===== src/rtl/mips_cpu_muldiv.sv =====
// mips_cpu_muldiv: multi-cycle multiply/divide unit holding the architectural
// HI/LO registers.
//   clk    - rising-edge clock
//   rst_n  - asynchronous active-low reset
//   start  - request strobe from the decoder, sampled on the rising edge
//   op     - 001 MULT, 010 MULTU, 011 DIV, 100 DIVU, 101 MTHI, 110 MTLO, else none
//   a, b   - rs / rt operands, latched when the request is accepted
//   hi, lo - HI/LO registers
//   busy   - operation in flight; the pipeline stalls on it
//   done   - one-cycle pulse after HI/LO were written by a multiply or divide
module mips_cpu_muldiv #(
    parameter int WIDTH = 32,
    parameter int CNT_W = 6
) (
    input  logic             clk,
    input  logic             rst_n,
    input  logic             start,
    input  logic [2:0]       op,
    input  logic [WIDTH-1:0] a,
    input  logic [WIDTH-1:0] b,
    output logic [WIDTH-1:0] hi,
    output logic [WIDTH-1:0] lo,
    output logic             busy,
    output logic             done
);

    localparam logic [2:0] OP_MULT  = 3'b001;
    localparam logic [2:0] OP_MULTU = 3'b010;
    localparam logic [2:0] OP_DIV   = 3'b011;
    localparam logic [2:0] OP_DIVU  = 3'b100;
    localparam logic [2:0] OP_MTHI  = 3'b101;
    localparam logic [2:0] OP_MTLO  = 3'b110;

    typedef enum logic [1:0] {IDLE, MUL, DIV, FIX} state_t;

    state_t             state, state_nx;
    logic [WIDTH-1:0]   op_a;       // multiplicand, or dividend shifting into quotient
    logic [WIDTH-1:0]   op_b;       // multiplier, or divisor magnitude
    logic [WIDTH-1:0]   acc;        // partial remainder
    logic [CNT_W-1:0]   count;
    logic               mul_signed;
    logic               q_neg;
    logic               r_neg;

    logic [2*WIDTH-1:0] ext_a, ext_b, product;
    logic [WIDTH:0]     acc_sh;
    logic               ge;
    logic [WIDTH-1:0]   acc_nx;

    assign busy = (state != IDLE);

    // Sign- or zero-extending to 2*WIDTH makes a plain truncated multiply
    // give the correct full-width product for both signednesses.
    always_comb begin
        ext_a   = mul_signed ? {{WIDTH{op_a[WIDTH-1]}}, op_a} : {{WIDTH{1'b0}}, op_a};
        ext_b   = mul_signed ? {{WIDTH{op_b[WIDTH-1]}}, op_b} : {{WIDTH{1'b0}}, op_b};
        product = ext_a * ext_b;
    end

    // Restoring step. The shifted remainder needs WIDTH+1 bits; when its top
    // bit is set it certainly exceeds the divisor, and the difference always
    // fits back into WIDTH bits, so only the low bits are subtracted.
    always_comb begin
        acc_sh = {acc, op_a[WIDTH-1]};
        ge     = acc_sh[WIDTH] | (acc_sh[WIDTH-1:0] >= op_b);
        acc_nx = ge ? (acc_sh[WIDTH-1:0] - op_b) : acc_sh[WIDTH-1:0];
    end

    always_ff @(posedge clk or negedge rst_n) begin
        if (!rst_n) state <= IDLE;
        else        state <= state_nx;
    end

    always_comb begin
        state_nx = state;
        case (state)
            IDLE: begin
                if (start) begin
                    case (op)
                        OP_MULT, OP_MULTU: state_nx = MUL;
                        OP_DIV,  OP_DIVU:  state_nx = DIV;
                        default:           state_nx = IDLE;
                    endcase
                end
            end
            MUL: state_nx = IDLE;
            DIV: if (count == CNT_W'(WIDTH - 1)) state_nx = FIX;
            FIX: state_nx = IDLE;
            default: state_nx = IDLE;
        endcase
    end

    always_ff @(posedge clk or negedge rst_n) begin
        if (!rst_n) begin
            hi         <= '0;
            lo         <= '0;
            done       <= 1'b0;
            op_a       <= '0;
            op_b       <= '0;
            acc        <= '0;
            count      <= '0;
            mul_signed <= 1'b0;
            q_neg      <= 1'b0;
            r_neg      <= 1'b0;
        end else begin
            done <= 1'b0;
            case (state)
                IDLE: begin
                    if (start) begin
                        case (op)
                            OP_MULT, OP_MULTU: begin
                                op_a       <= a;
                                op_b       <= b;
                                mul_signed <= (op == OP_MULT);
                            end
                            OP_DIV: begin
                                op_a  <= a[WIDTH-1] ? -a : a;
                                op_b  <= b[WIDTH-1] ? -b : b;
                                q_neg <= a[WIDTH-1] ^ b[WIDTH-1];
                                r_neg <= a[WIDTH-1];
                                acc   <= '0;
                                count <= '0;
                            end
                            OP_DIVU: begin
                                op_a  <= a;
                                op_b  <= b;
                                q_neg <= 1'b0;
                                r_neg <= 1'b0;
                                acc   <= '0;
                                count <= '0;
                            end
                            OP_MTHI: hi <= a;
                            OP_MTLO: lo <= a;
                            default: ;
                        endcase
                    end
                end
                MUL: begin
                    {hi, lo} <= product;
                    done     <= 1'b1;
                end
                DIV: begin
                    acc   <= acc_nx;
                    op_a  <= {op_a[WIDTH-2:0], ge};
                    count <= count + 1'b1;
                end
                FIX: begin
                    lo   <= q_neg ? -op_a : op_a;
                    hi   <= r_neg ? -acc  : acc;
                    done <= 1'b1;
                end
                default: ;
            endcase
        end
    end

endmodule


===== config.mk =====
export PLATFORM = sky130hd
export DESIGN_NAME = mips_cpu_muldiv
export DESIGN_NICKNAME = d
export VERILOG_FILES = /design/src/rtl/mips_cpu_muldiv.sv
export SDC_FILE = /design/constraint.sdc
export NUM_CORES = 2
export LEC_CHECK = 0
export BUFFER_PORTS_ARGS = -buffer_cell sky130_fd_sc_hd__buf_2
export CAP_MARGIN = 15
export CORE_ASPECT_RATIO = 0.6
export CORE_MARGIN = 2
export CORE_UTILIZATION = 55
export DETAILED_ROUTE_END_ITERATION = 16
export PLACE_DENSITY = 0.71
export SETUP_SLACK_MARGIN = 0.4
export SYNTH_ARGS = -nofsm -noshare
export SYNTH_HDL_FRONTEND = slang
export SYNTH_SLANG_ARGS = --single-unit

===== constraint.sdc =====
create_clock -name clk -period 10.25 [get_ports clk]
set_clock_uncertainty 0.15 [all_clocks]
set_input_delay 0.5125 -clock clk [delete_from_list [all_inputs] [get_ports clk]]
set_output_delay 0.5125 -clock clk [all_outputs]
set_load 0.03 [all_outputs]

==> impl_metrics.py <==
metrics = {
    "grt": {
        "grt_usage": 0.3894,
        "antenna_found_initial": 19,
        "grt_pass1_wl_um": 315400,
        "grt-ovfl-total": 0,
        "grt_pass1_vias": 48004,
        "grt_max_degree": 82,
    },
    "logic_synthesis": {
        "synthSimpleGateAreaFrac": 0.1367,
        "synthTopCellsByArea": "fa_1, inv_1, ha_1",
        "yosysUniqueCellTypes": 69,
        "yosysTopAreaCell": "fa_1",
        "yosysSeqAreaShare": 0.07212,
        "synth_commonest_cells": "inv_1, fa_1, nand2_1, and2_1, ha_1",
        "yosysMostFrequentCell": "inv_1",
        "synthXorXnorAreaFrac": 0.03918,
        "synth_top_family_by_area": "adder cells",
        "postSynthCellCount": 6615,
        "synth_compound_area_frac": 0.07835,
        "yosysWarnings": 0,
        "synthFlopType": "dfrtp_1",
        "syn_avg_cell_area_um2": 9.022,
        "syn_area_um2": 59680,
        "synth-edff-count": 0,
        "synth-seq-cells": 172,
        "synthDominantCellAreaShare": 0.4763,
        "async_flop_share": 1.000,
        "synth_mux_area_frac": 0.002055,
        "synth_adder_area_share": 0.5492,
        "syn_nets": 8451,
    },
    "layout": {
        "layout.nets": 8456,
        "multiInputGateArea_um2": 48200,
        "fill_cells": 9406,
        "synthToLayoutAreaGrowth_pct": 6.248,
        "drive_gt1_frac": 0.06890,
        "seq_area_um2": 4338,
    },
    "floorplanning": {
        "boundaryPins": 136,
        "die_x_um": 429.3,
        "die-area_um2": 111200,
        "start_util": 0.5557,
        "core_area_um2": 107400,
        "rows": 93,
        "die_h_um": 259.2,
    },
    "worst_hold_path": {
        "hold_end": "op_b[0]$_DFFE_PN0P_",
        "hold_depth": 2,
        "hold_path_class": "input port to register",
        "hp-start": "b[0]",
    },
    "timing": {
        "setup_tns_ns": 0,
        "hold_viol": 0,
        "setup-violations-final": 0,
        "relSlewSlack": 0.1839,
        "worstMarginPinSlew_ns": 1.211,
        "rsz0062_at_grt": "true",
        "fin_crit_ns": 9.754,
        "min_period_over_period": 0.9516,
        "fmax_mhz": 102.5,
        "finalMaxSlewViolations": 0,
    },
    "worst_setup_path": {
        "reg2reg_depth": 30,
        "cp_slowest_stage_delay_ns": 0.84,
        "crit_top_cell": "fa_1",
        "cp_data_arrival_time_ns": 10.05,
        "crit_family": "adder cells",
        "setup.worst_path.end_class": "register",
        "required_ns": 10.55,
        "critPathSlowestCell": "dfrtp_1",
        "cp_max_fo": 12,
        "timing.rr.end": "hi[12]$_DFFE_PN0P_",
        "path_class": "register to register",
        "regToRegStartpoint": "op_a[28]$_DFFE_PN0P_",
        "cp-start-kind": "register",
        "path_buf_inv": 8,
        "r2r_slack_ns": 0.50,
    },
    "cts": {
        "cts.htree.levels": 4,
        "cts-root-buf": "clkbuf_16",
        "clockBufferDepth": 2,
        "clkSinkCount": 172,
        "cts.reportedPaths.clkPinSlew_ns": 0.10,
        "cts_tree": "done",
        "clk_latency_ns": 0.53,
        "cts_inserted_buffers": 17,
    },
    "run_status": {
        "outcome": "finished, final reports clean",
    },
    "placement": {
        "io_buffers": 135,
        "dpl.hpwl_um": 177600,
        "gp_congestion": 1.040,
    },
    "route": {
        "vias_per_cell": 5.798,
        "routed_wl_um": 209000,
        "vias": 46794,
        "wire_per_inst_um": 25.90,
        "dr.pass1.iters": 6,
        "drtIter0Drc": 5356,
        "ant_nets": 0,
        "drc": 0,
    },
    "job": {
        "max_cap_violations": 0,
    },
}
-- how the worst max path moves through the flow --
stage / end / slack (ns) / cells after the start / startpoint
finish: hi[12]$_DFFE_PN0P_ / 0.50 / 30 / op_a[28]$_DFFE_PN0P_
global route: hi[26]$_DFFE_PN0P_ / 0.36 / 29 / mul_signed$_DFFE_PN0P_
floorplan: hi[26]$_DFFE_PN0P_ / 0.97 / 29 / op_a[31]$_DFFE_PN0P_
global placement: hi[29]$_DFFE_PN0P_ / 0.35 / 28 / op_b[12]$_DFFE_PN0P_
detailed placement: hi[26]$_DFFE_PN0P_ / 0.38 / 24 / op_b[13]$_DFFE_PN0P_
CTS: hi[26]$_DFFE_PN0P_ / 0.38 / 28 / op_b[1]$_DFFE_PN0P_
-- cells in the final DEF (no fill, tap or decap), types with 27 or more instances in the layout --
| cell type | count |
|---|---|
| o21ai_0 | 204 |
| dfrtp_2 | 27 |
| nor2_1 | 269 |
| fa_1 | 1416 |
| and2_1 | 501 |
| ha_1 | 344 |
| o31ai_1 | 29 |
| a21o_1 | 66 |
| buf_4 | 187 |
| a21oi_1 | 237 |
| dfrtp_1 | 145 |
| buf_2 | 134 |
| nand2_1 | 715 |
| inv_1 | 1585 |
| xnor2_1 | 171 |
| xor2_1 | 95 |
-- per-layer routing --
metal | vias up | track usage | part of all wire
met2 | 3128 | 0.4822 | 0.37
met3 | 281 | 0.2135 | 0.19
met1 | 23705 | 0.5781 | 0.42
met5 | - | 0 | 0.00015
met4 | 6 | 0.09992 | 0.026
li1 | 19674 | - | -
-- area by class of cell --
cell class | instances | share of cell area
antenna | 13 | 0.0005130
clock buffer | 17 | 0.006709
clock inverter | 15 | 0.003690
inverter | 1590 | 0.09436
multi-input combinational | 4500 | 0.7601
sequential | 172 | 0.06841
tap | 1425 | 0.02812
timing repair buffer | 339 | 0.03806
-- sequential cells by signal, indices dropped and copies added (netlist names) --
register and cells:
mul_signed 1, state 2, r_neg 1, q_neg 1
done 1, count 6, op_b 32, hi 32
lo 32, acc 32, op_a 32
-- logic make-up (layout without fill, tap and decap cells) --
group                    count (synthesis)  after routing
buffers and inverters                 1943           1961
flip-flops                             172            172
AND/OR/NAND/NOR                       1698           1698
other                                    0             13
AO/OA/AOI/OAI                          755            755
multiplexers                            12             12
XOR/XNOR                               267            267
adder cells (fa/ha/maj)               1768           1768
-- worst register-to-register path: cells and delay by family (launching register included) --
family	cells	cell delay (ns)
compound gates	6	1.14
flops	1	0.84
buf+inv	8	0.99
fa+ha+maj	11	5.57
xor+xnor	1	0.40
simple gates	4	0.59
-- through the flow --
stage / cells / cell area [um2] / util / hold WS [ns] / worst slack, ns
final: 8071 / 63410 / 0.5904 / 0.1142 / 0.4960
after global routing: 8062 / 63390 / 0.5902 / 0.1260 / 0.3572
after CTS: 8051 / 63190 / 0.5883 / 0.08966 / 0.3838
after detailed placement: 8018 / 62510 / 0.5821 / 0.3240 / 0.3823
after global placement: 8018 / 62510 / 0.5821 / 0.3154 / 0.3456
after floorplan: 6615 / 59680 / - / 0.06691 / 0.9698
-- repair_timing --
action	in CTS	in global routing
setup endpoints to repair	4	25
resized for setup	3	47
hold endpoints to repair	65	0
buffers inserted	0	6
pin swaps	0	2
hold buffers	1	0
Power is left out: the tool's default activity adds up to more than one toggle a clock period on the data nets, which glitch-free logic cannot reach.
